### config.mk
export PLATFORM = sky130hd
export DESIGN_NAME = ftdi_arbiter_flat
export DESIGN_NICKNAME = d
export VERILOG_FILES = /design/src/rtl/ftdi_arbiter_if.sv /design/src/rtl/ftdi_arbiter.sv /design/src/flat_wrapper.sv
export SDC_FILE = /design/constraint.sdc
export NUM_CORES = 1
export LEC_CHECK = 0
export CORE_UTILIZATION = 60
export DETAILED_ROUTE_END_ITERATION = 8
export HOLD_SLACK_MARGIN = 0.15
export PLACE_DENSITY = 0.95
export SYNTH_ARGS = -nofsm -noshare
export SYNTH_HDL_FRONTEND = slang
export SYNTH_SLANG_ARGS = --single-unit
### constraint.sdc
create_clock -name clock -period 6.71 [get_ports clock]
set_input_delay 0.671 -clock clock [delete_from_list [all_inputs] [get_ports clock]]
set_output_delay 0.671 -clock clock [all_outputs]
set_load 0.05 [all_outputs]
### src/rtl/ftdi_arbiter_if.sv
// Signal bundle between the FTDI arbiter, its RX consumer / TX producer and the FTDI interface.
// The master modport is the arbiter's view; slave is the view of everything around it.
interface ftdi_arbiter_if;
  logic       rx_req;
  logic [9:0] rx_len;
  logic       rx_done;
  logic [9:0] rx_count;
  logic       tx_req;
  logic [9:0] tx_len;
  logic [7:0] tx_data;
  logic       tx_data_valid;
  logic       tx_data_ack;
  logic       tx_done;
  logic       err_timeout;
  logic       ftdi_rd_en;
  logic       ftdi_wr_en;
  logic [9:0] ftdi_max_rd_ct;
  logic       ftdi_rd_ct_clear;
  logic [9:0] ftdi_rd_ct;
  logic       ftdi_wr_ack;
  logic [7:0] ftdi_data_wr;
  logic       ftdi_data_wr_valid;

  modport master (
    input  rx_req, rx_len, tx_req, tx_len, tx_data, tx_data_valid, ftdi_rd_ct, ftdi_wr_ack,
    output rx_done, rx_count, tx_data_ack, tx_done, err_timeout, ftdi_rd_en, ftdi_wr_en,
           ftdi_max_rd_ct, ftdi_rd_ct_clear, ftdi_data_wr, ftdi_data_wr_valid
  );

  modport slave (
    output rx_req, rx_len, tx_req, tx_len, tx_data, tx_data_valid, ftdi_rd_ct, ftdi_wr_ack,
    input  rx_done, rx_count, tx_data_ack, tx_done, err_timeout, ftdi_rd_en, ftdi_wr_en,
           ftdi_max_rd_ct, ftdi_rd_ct_clear, ftdi_data_wr, ftdi_data_wr_valid
  );
endinterface

### src/rtl/ftdi_arbiter.sv
// Round-robin arbiter sharing one half-duplex FTDI interface between an RX consumer and a TX
// producer, with a per-grant progress timeout and a quiet guard interval between grants.
module ftdi_arbiter #(
  parameter logic [19:0] TIMEOUT_CYCLES = 20'd1000000,
  parameter int          GUARD_CYCLES   = 2
) (
  input  logic          clock,
  input  logic          reset_n,
  input  logic          clear,
  ftdi_arbiter_if.master bus
);

  typedef enum logic [2:0] {
    S_IDLE,
    S_RX_START,
    S_RX_ACTIVE,
    S_TX_ACTIVE,
    S_GUARD
  } state_t;

  localparam logic [15:0] GUARD_LOAD  = 16'((GUARD_CYCLES > 0) ? (GUARD_CYCLES - 1) : 0);
  localparam state_t      POST_STATE  = (GUARD_CYCLES > 0) ? S_GUARD : S_IDLE;
  localparam logic [19:0] TIMER_LAST  = TIMEOUT_CYCLES - 20'd1;

  function automatic logic [9:0] clamp_len(input logic [9:0] len);
    return (len > 10'd512) ? 10'd512 : len;
  endfunction

  state_t      r_state;
  logic        r_last_tx;
  logic [9:0]  r_tx_len;
  logic [9:0]  r_sent;
  logic [9:0]  r_prev_rd_ct;
  logic [9:0]  r_rx_count;
  logic [9:0]  r_max_rd_ct;
  logic [19:0] r_timer;
  logic [15:0] r_guard;
  logic        r_rd_en;
  logic        r_wr_en;
  logic        r_rd_ct_clear;
  logic        r_rx_done;
  logic        r_tx_done;
  logic        r_err;

  logic       w_grant_rx;
  logic       w_grant_tx;
  logic [9:0] w_rx_eff;
  logic       w_in_tx;
  logic       w_tx_ack;
  logic       w_rd_progress;
  logic       w_timeout;

  // Round-robin: on a tie the requester that was not granted last wins.
  assign w_grant_rx    = bus.rx_req && (!bus.tx_req || r_last_tx);
  assign w_grant_tx    = bus.tx_req && !w_grant_rx;
  assign w_rx_eff      = clamp_len(bus.rx_len);
  assign w_in_tx       = (r_state == S_TX_ACTIVE);
  assign w_tx_ack      = w_in_tx && bus.ftdi_wr_ack && (r_sent < r_tx_len);
  assign w_rd_progress = (bus.ftdi_rd_ct != r_prev_rd_ct);
  assign w_timeout     = (r_timer == TIMER_LAST);

  always_ff @(posedge clock or negedge reset_n) begin
    if (!reset_n) begin
      r_state       <= S_IDLE;
      r_last_tx     <= 1'b1;
      r_tx_len      <= '0;
      r_sent        <= '0;
      r_prev_rd_ct  <= '0;
      r_rx_count    <= '0;
      r_max_rd_ct   <= '0;
      r_timer       <= '0;
      r_guard       <= '0;
      r_rd_en       <= 1'b0;
      r_wr_en       <= 1'b0;
      r_rd_ct_clear <= 1'b0;
      r_rx_done     <= 1'b0;
      r_tx_done     <= 1'b0;
      r_err         <= 1'b0;
    end else if (clear) begin
      // Same as reset except the last RX byte count survives.
      r_state       <= S_IDLE;
      r_last_tx     <= 1'b1;
      r_tx_len      <= '0;
      r_sent        <= '0;
      r_prev_rd_ct  <= '0;
      r_max_rd_ct   <= '0;
      r_timer       <= '0;
      r_guard       <= '0;
      r_rd_en       <= 1'b0;
      r_wr_en       <= 1'b0;
      r_rd_ct_clear <= 1'b0;
      r_rx_done     <= 1'b0;
      r_tx_done     <= 1'b0;
      r_err         <= 1'b0;
    end else begin
      r_rx_done     <= 1'b0;
      r_tx_done     <= 1'b0;
      r_err         <= 1'b0;
      r_rd_ct_clear <= 1'b0;
      r_prev_rd_ct  <= bus.ftdi_rd_ct;
      case (r_state)
        S_IDLE: begin
          r_timer <= '0;
          if (w_grant_rx) begin
            r_last_tx <= 1'b0;
            if (bus.rx_len == 10'd0) begin
              r_rx_done  <= 1'b1;
              r_rx_count <= '0;
              r_guard    <= GUARD_LOAD;
              r_state    <= POST_STATE;
            end else begin
              r_rd_ct_clear <= 1'b1;
              r_max_rd_ct   <= w_rx_eff;
              r_state       <= S_RX_START;
            end
          end else if (w_grant_tx) begin
            r_last_tx <= 1'b1;
            r_tx_len  <= bus.tx_len;
            r_sent    <= '0;
            if (bus.tx_len == 10'd0) begin
              r_tx_done <= 1'b1;
              r_guard   <= GUARD_LOAD;
              r_state   <= POST_STATE;
            end else begin
              r_wr_en <= 1'b1;
              r_state <= S_TX_ACTIVE;
            end
          end
        end
        S_RX_START: begin
          r_timer <= '0;
          r_rd_en <= 1'b1;
          r_state <= S_RX_ACTIVE;
        end
        S_RX_ACTIVE: begin
          if (bus.ftdi_rd_ct >= r_max_rd_ct || (w_timeout && !w_rd_progress)) begin
            r_err      <= (bus.ftdi_rd_ct < r_max_rd_ct);
            r_rx_count <= bus.ftdi_rd_ct;
            r_rx_done  <= 1'b1;
            r_rd_en    <= 1'b0;
            r_guard    <= GUARD_LOAD;
            r_state    <= POST_STATE;
          end else begin
            r_timer <= w_rd_progress ? 20'd0 : (r_timer + 20'd1);
          end
        end
        S_TX_ACTIVE: begin
          if (w_tx_ack) begin
            r_sent  <= r_sent + 10'd1;
            r_timer <= '0;
            if (r_sent + 10'd1 == r_tx_len) begin
              r_tx_done <= 1'b1;
              r_wr_en   <= 1'b0;
              r_guard   <= GUARD_LOAD;
              r_state   <= POST_STATE;
            end
          end else if (w_timeout) begin
            r_err     <= 1'b1;
            r_tx_done <= 1'b1;
            r_wr_en   <= 1'b0;
            r_guard   <= GUARD_LOAD;
            r_state   <= POST_STATE;
          end else begin
            r_timer <= r_timer + 20'd1;
          end
        end
        S_GUARD: begin
          if (r_guard == 16'd0) begin
            r_state <= S_IDLE;
          end else begin
            r_guard <= r_guard - 16'd1;
          end
        end
        default: r_state <= S_IDLE;
      endcase
    end
  end

  assign bus.rx_done            = r_rx_done;
  assign bus.rx_count           = r_rx_count;
  assign bus.tx_done            = r_tx_done;
  assign bus.err_timeout        = r_err;
  assign bus.ftdi_rd_en         = r_rd_en;
  assign bus.ftdi_wr_en         = r_wr_en;
  assign bus.ftdi_max_rd_ct     = r_max_rd_ct;
  assign bus.ftdi_rd_ct_clear   = r_rd_ct_clear;
  assign bus.tx_data_ack        = w_in_tx && bus.ftdi_wr_ack;
  assign bus.ftdi_data_wr       = w_in_tx ? bus.tx_data : 8'd0;
  assign bus.ftdi_data_wr_valid = w_in_tx && bus.tx_data_valid && (r_sent < r_tx_len);

endmodule

### src/flat_wrapper.sv
// flat-port wrapper written by rule: the top's interface ports become plain ports
module ftdi_arbiter_flat 
#(
  parameter logic [19:0] TIMEOUT_CYCLES = 20'd1000000,
  parameter int          GUARD_CYCLES   = 2
)
  (clock, reset_n, clear, bus_rx_req, bus_rx_len, bus_tx_req, bus_tx_len, bus_tx_data, bus_tx_data_valid, bus_ftdi_rd_ct, bus_ftdi_wr_ack, bus_rx_done, bus_rx_count, bus_tx_data_ack, bus_tx_done, bus_err_timeout, bus_ftdi_rd_en, bus_ftdi_wr_en, bus_ftdi_max_rd_ct, bus_ftdi_rd_ct_clear, bus_ftdi_data_wr, bus_ftdi_data_wr_valid);
  ftdi_arbiter_if bus_i ();
  input  logic clock;
  input  logic reset_n;
  input  logic clear;
  input wire logic [$bits(bus_i.rx_req)-1:0] bus_rx_req;
  input wire logic [$bits(bus_i.rx_len)-1:0] bus_rx_len;
  input wire logic [$bits(bus_i.tx_req)-1:0] bus_tx_req;
  input wire logic [$bits(bus_i.tx_len)-1:0] bus_tx_len;
  input wire logic [$bits(bus_i.tx_data)-1:0] bus_tx_data;
  input wire logic [$bits(bus_i.tx_data_valid)-1:0] bus_tx_data_valid;
  input wire logic [$bits(bus_i.ftdi_rd_ct)-1:0] bus_ftdi_rd_ct;
  input wire logic [$bits(bus_i.ftdi_wr_ack)-1:0] bus_ftdi_wr_ack;
  output wire logic [$bits(bus_i.rx_done)-1:0] bus_rx_done;
  output wire logic [$bits(bus_i.rx_count)-1:0] bus_rx_count;
  output wire logic [$bits(bus_i.tx_data_ack)-1:0] bus_tx_data_ack;
  output wire logic [$bits(bus_i.tx_done)-1:0] bus_tx_done;
  output wire logic [$bits(bus_i.err_timeout)-1:0] bus_err_timeout;
  output wire logic [$bits(bus_i.ftdi_rd_en)-1:0] bus_ftdi_rd_en;
  output wire logic [$bits(bus_i.ftdi_wr_en)-1:0] bus_ftdi_wr_en;
  output wire logic [$bits(bus_i.ftdi_max_rd_ct)-1:0] bus_ftdi_max_rd_ct;
  output wire logic [$bits(bus_i.ftdi_rd_ct_clear)-1:0] bus_ftdi_rd_ct_clear;
  output wire logic [$bits(bus_i.ftdi_data_wr)-1:0] bus_ftdi_data_wr;
  output wire logic [$bits(bus_i.ftdi_data_wr_valid)-1:0] bus_ftdi_data_wr_valid;
  assign bus_i.rx_req = bus_rx_req;
  assign bus_i.rx_len = bus_rx_len;
  assign bus_i.tx_req = bus_tx_req;
  assign bus_i.tx_len = bus_tx_len;
  assign bus_i.tx_data = bus_tx_data;
  assign bus_i.tx_data_valid = bus_tx_data_valid;
  assign bus_i.ftdi_rd_ct = bus_ftdi_rd_ct;
  assign bus_i.ftdi_wr_ack = bus_ftdi_wr_ack;
  assign bus_rx_done = bus_i.rx_done;
  assign bus_rx_count = bus_i.rx_count;
  assign bus_tx_data_ack = bus_i.tx_data_ack;
  assign bus_tx_done = bus_i.tx_done;
  assign bus_err_timeout = bus_i.err_timeout;
  assign bus_ftdi_rd_en = bus_i.ftdi_rd_en;
  assign bus_ftdi_wr_en = bus_i.ftdi_wr_en;
  assign bus_ftdi_max_rd_ct = bus_i.ftdi_max_rd_ct;
  assign bus_ftdi_rd_ct_clear = bus_i.ftdi_rd_ct_clear;
  assign bus_ftdi_data_wr = bus_i.ftdi_data_wr;
  assign bus_ftdi_data_wr_valid = bus_i.ftdi_data_wr_valid;
  ftdi_arbiter #(.TIMEOUT_CYCLES(TIMEOUT_CYCLES), .GUARD_CYCLES(GUARD_CYCLES)) u_core (.clock(clock), .reset_n(reset_n), .clear(clear), .bus(bus_i));
endmodule
# After elaboration in Yosys (flattened, before gate mapping)
# Index checks and enable logic that the tools add are counted.
[classes]
n_reduce_logical = 36
n_bitwise = 1
magnitude_cmp = 4
n_mul = 0
n_mux = 84
n_shift = 0
div_mod_pow = 0
n_eq_ne = 26
n_addsub = 3
[op_table]
columns = ["op", "n"]
rows = [
  ["$mux 10", 17],
  ["$mux 16", 10],
  ["$mux 20", 5],
  ["$pmux 16 s4", 1],
  ["$pmux 20 s3", 1],
  ["$pmux 10 s2", 2],
  ["$mux 1", 31],
  ["$mux 3", 10],
  ["$add 20x1->20 const B", 1],
  ["$eq 20x20->1 const B", 1],
  ["$logic_not 10->1", 2],
  ["$lt 10x10->1", 2],
  ["$logic_not 16->1", 1],
  ["$ne 4x4->1 const B", 4],
  ["$sub 16x1->16 const B", 1],
  ["$ne 3x3->1 const B", 5],
  ["$pmux 3 s5", 1],
  ["$add 10x1->10 const B", 1],
  ["$eq 10x10->1", 1],
  ["$ge 10x10->1", 1],
  ["$gt 10x10->1 const B", 1],
  ["$ne 10x10->1", 1],
  ["$pmux 1 s2", 5],
  ["$reduce_and 5->1", 2],
  ["23 further kinds", 47],
]
[totals]
rom_bits = 0
reg_bits = 96
latchBits = 0
wordCells = 169
ram_bits = 0
n_memories = 0
output_inout_bits = 36

# Logic depth before layout (Yosys ltp)
[depth]
ltp_word = 9
mapped_depth = 11

# Worst setup path before layout
# No wires, ideal clock.
[synth_timing]
path_kind = "register -> register"
start = "reg u_core.r_max_rd_ct[5], in the netlist u_core.bus.ftdi_max_rd_ct[5]"
end = "reg u_core.r_guard[0]"
path_buffers = 0
path_stages_with_launch = 10
setup_ns = 0.125
setup_slack_ns = 3.896
t_arrival_ns = 2.689
required_time_ns = 6.585
cell_sequence = "dfrtp_1 inv_1 ha_1 a21oi_1 o21ai_0 a2111oi_4 nand3_2 o221a_2 nor3b_4 mux2_4"
[synth_between]
elab_chain_len = 4
[synth_lines]
columns = ["item", "line_no", "text"]
rows = [
  ["from (decl)", "ftdi_arbiter.sv:35", "logic [9:0] r_max_rd_ct;"],
  ["from (signal assigned)", "ftdi_arbiter.sv:113", "r_max_rd_ct <= w_rx_eff;"],
  ["$ge 10x10->1", "ftdi_arbiter.sv:136", "if (bus.ftdi_rd_ct >= r_max_rd_ct || (w_timeout && !w_rd_progress)) begin"],
  ["$logic_or 1x1->1", "ftdi_arbiter.sv:136", ""],
  ["$ne 3x2->1 (no source line)", "-", ""],
  ["$reduce_and 8->1 (no source line)", "-", ""],
  ["to (signal assigned)", "ftdi_arbiter.sv:171", "r_guard <= r_guard - 16'd1;"],
  ["to (decl)", "ftdi_arbiter.sv:37", "logic [15:0] r_guard;"],
]
# No other way between the ends.
# A chain may end at the register's enable or synchronous reset.

# Worst setup path in the final report
[layout_timing]
start = "reg u_core.r_sent[3]"
end = "out bus_ftdi_data_wr_valid"
[layout_between]
elab_chain_len = 2
[layout_lines]
columns = ["item", "line_no", "text"]
rows = [
  ["from (decl)", "ftdi_arbiter.sv:32", "logic [9:0] r_sent;"],
  ["from (signal assigned)", "ftdi_arbiter.sv:149", "r_sent <= r_sent + 10'd1;"],
  ["$lt 10x10->1", "ftdi_arbiter.sv:189", "assign bus.ftdi_data_wr_valid = w_in_tx && bus.tx_data_valid && (r_sent < r_tx_len);"],
  ["$logic_and 1x1->1", "ftdi_arbiter.sv:189", ""],
  ["to (decl)", "flat_wrapper.sv:30", "output wire logic [$bits(bus_i.ftdi_data_wr_valid)-1:0] bus_ftdi_data_wr_valid;"],
]
# No other way between the ends.

==> results.cfg <==
[run_status]
status = finished, final reports clean

[route]
wire_per_inst_um = 17.9
ant_nets = 0
first_pass_iters = 5
drt_iter0_drc = 477
wl_um = 14700
routed-via-count = 5331
viasPerCell = 6.48
drc_errors = 0

[critical_path]
critPathArrivalTime_ns = 3.48
endpoint_kind = output pin
crit_type = reg2out
cp-start-kind = register
crit_fanout = 12
critPathRequiredTime_ns = 6.04

[sta]
fin_setup_tns_ns = 0
worst_pin_slew_ns = 1.10
rsz0062_at_grt = false
slew_headroom_pct = 26.5
finalHoldViolations = 0
period_share_pct = 61.8
slew_viol_final = 0
layout_setup_ws_ns = 2.56
skew_ns = 0.0103
fmax_mhz = 241
setup_viol = 0
finalCriticalPeriod_ns = 4.15
holdWs_ns = 0.277

[logic_synthesis]
synthCells = 639
synth_cell_types = 64
synthArstFlopShare_pct = 100
synth_top_area_cell = dfrtp_1
syn_area_mm2 = 0.00567
synth_edf_count = 0
ys.flop_type = dfrtp_1
yosysWarningCount = 0
synth_nets = 707
synth_seq_cells = 96
synth_seq_area_share_pct = 42.4
synth.top_cell.area_share_pct = 41.9
syn_area_per_cell_um2 = 8.88
synthTopCellsByArea = dfrtp_1 (42%), nand2_1 (5.5%), ha_1 (5.1%)

[global_route]
antenna_found_initial = 0
grt_pass1_vias = 5146
overflow = 0
grt_max_degree = 53
grt_pass1_wl_um = 24300
grt_use_total_pct = 30.9

[cells_and_area]
regArea_mm2 = 0.00240
diodes = 0
multi_input_area_mm2 = 0.00299
layout.cells.non_filler = 823
final_common_cell = dfrtp_1
final_cell_mix = dfrtp_1 (95), nand2_1 (83), clkdlybuf4s50_1 (79), inv_1 (44), nor2_1 (38)
area_growth_pct = 19.1
n_fill_cell = 634
drive_above_1_share_pct = 5.06
fin_nets = 775

[power_and_ir_drop]
combPwrFrac_pct = 40.5
ir_drop_uv = 234
p_int_w = 0.00117
p_switching_w = 0.000830
switching_share_pct = 41.5
power.total_w = 0.00200
clock_power_share_pct = 23.3
seqPwrFrac_pct = 36.2
p_leak_nw = 2.87
power_per_cell_area_mw_per_mm2 = 296

[die]
die-area_mm2 = 0.00985
rows = 35
num_io_pins = 81
die_h_um = 99.2
chipWidth_um = 99.2
start_util_pct = 61.7
core-area_mm2 = 0.00920

[clock_tree]
cts_setup_buffers = 0
cts_resized = 0
cts_tree = yes
cts-root-buf = clkbuf_8
h-tree-depth = 3
clock_sinks = 96
clkTransAtPathRegs_ns = 0.10
clock_latency_ns = 0.37
cts_max_path_buffers = 2
holdBufCountCts = 0
cts_buffers = 9

[placement]
dp_slack_ns = 2.43
place_inst = 807
port_buffers = 80
gp_congestion = 0.866
hpwl_um = 10300

[flow_run]
cap_violations = 0

[worst_hold_path]
hp-class = in2async
[cell families (layout without fill, tap and decap cells)]
family,Yosys count,count (layout),synth area share [%]
adders and majority gates,23,23,5.07
buffers and inverters,69,142,4.90
DFF,96,96,42.4
AOI/OAI and AO/OA,159,159,19.2
and+or+nand+nor,265,265,24.0
muxes,4,4,0.904
xor gates and xnor gates,23,23,3.55
[Yosys cell counts, types with 4 or more instances]
| library cell | instances |
|---|---|
| and3_1 | 6 |
| a211oi_1 | 5 |
| nand2_1 | 83 |
| o31ai_1 | 27 |
| xnor2_1 | 9 |
| a21oi_1 | 29 |
| a31oi_1 | 19 |
| nor2b_1 | 16 |
| nor4_1 | 14 |
| a211o_1 | 6 |
| o21ai_1 | 4 |
| dfrtp_1 | 95 |
| and2_1 | 12 |
| nand2b_1 | 7 |
| or4_1 | 4 |
| nand3_1 | 29 |
| or2_2 | 4 |
| o41ai_1 | 7 |
| o21ai_0 | 34 |
| nand4_1 | 6 |
| ha_1 | 23 |
| nor3_1 | 19 |
| nor2_1 | 38 |
| or3_1 | 5 |
| nand3b_1 | 5 |
| a22o_1 | 7 |
| inv_1 | 44 |
| clkbuf_1 | 18 |
| xor2_1 | 14 |
[flip-flops by register name, summed over array words and instances (netlist names), 3 cells and up]
name / cells
u_core.r_timer: 20
u_core.r_tx_len: 10
u_core.bus.rx_count: 10
u_core.r_sent: 10
u_core.r_state: 3
u_core.r_guard: 16
u_core.r_prev_rd_ct: 10
u_core.bus.ftdi_max_rd_ct: 10
[power by group through the flow]
stage | combinational, W | clock [W] | sequential (W)
floorplan | 0.000443 | 0 | 0.000841
global placement | 0.000759 | 0 | 0.000725
detailed placement | 0.000794 | 0 | 0.000733
CTS | 0.000803 | 0.000465 | 0.000722
global route | 0.000876 | 0.000485 | 0.000733
finish | 0.000811 | 0.000466 | 0.000724
[per-layer routing]
metal / GRT usage (%) / share of wire, % / up-vias
met5: 0 / 0 / -
met2: 53.4 / 51 / 268
met4: 13.7 / 2.4 / 0
met3: 3.87 / 6.6 / 35
met1: 39.3 / 40 / 2587
li1: - / - / 2441
[worst paths after layout]
kind,startpoint,to,slack (ns),cells past startpoint
hold / removal,reset_n,u_core.r_timer[10],0.28,1
setup reg to reg,u_core.r_sent[3],u_core.r_timer[3],2.66,8
hold reg to reg,u_core.bus.rx_count[4],u_core.bus.rx_count[4],0.49,2
min in group clock,u_core.bus.rx_count[4],u_core.bus.rx_count[4],0.49,2
max in group asynchronous,reset_n,u_core.r_state[2],5.35,2
setup / recovery,u_core.r_sent[3],bus_ftdi_data_wr_valid,2.56,6
[area by class of cell]
type	instances	area share, %
sequential	96	35.6
tap	111	2.06
clock buffer	10	1.89
inverter	44	2.44
clock inverter	6	1.70
timing repair buffer	82	12.0
multi-input combinational	474	44.3
[per-stage QoR]
stage	area (um2)	utilization [%]
after floorplan	5670	-
after detailed placement	6510	70.8
after global placement	6510	70.8
final	6760	73.5
after CTS	6760	73.5
after global routing	6760	73.5
[critical path, cell delays in order (launching register included)]
cell and delay, ns:
dfrtp_1 0.50, ha_1 0.37, a211oi_1 0.29, o22ai_1 0.15, o32ai_2 0.76, and3_1 0.25, clkdlybuf4s50_1 0.79
Note: power is estimated with default switching activity, not from simulation.
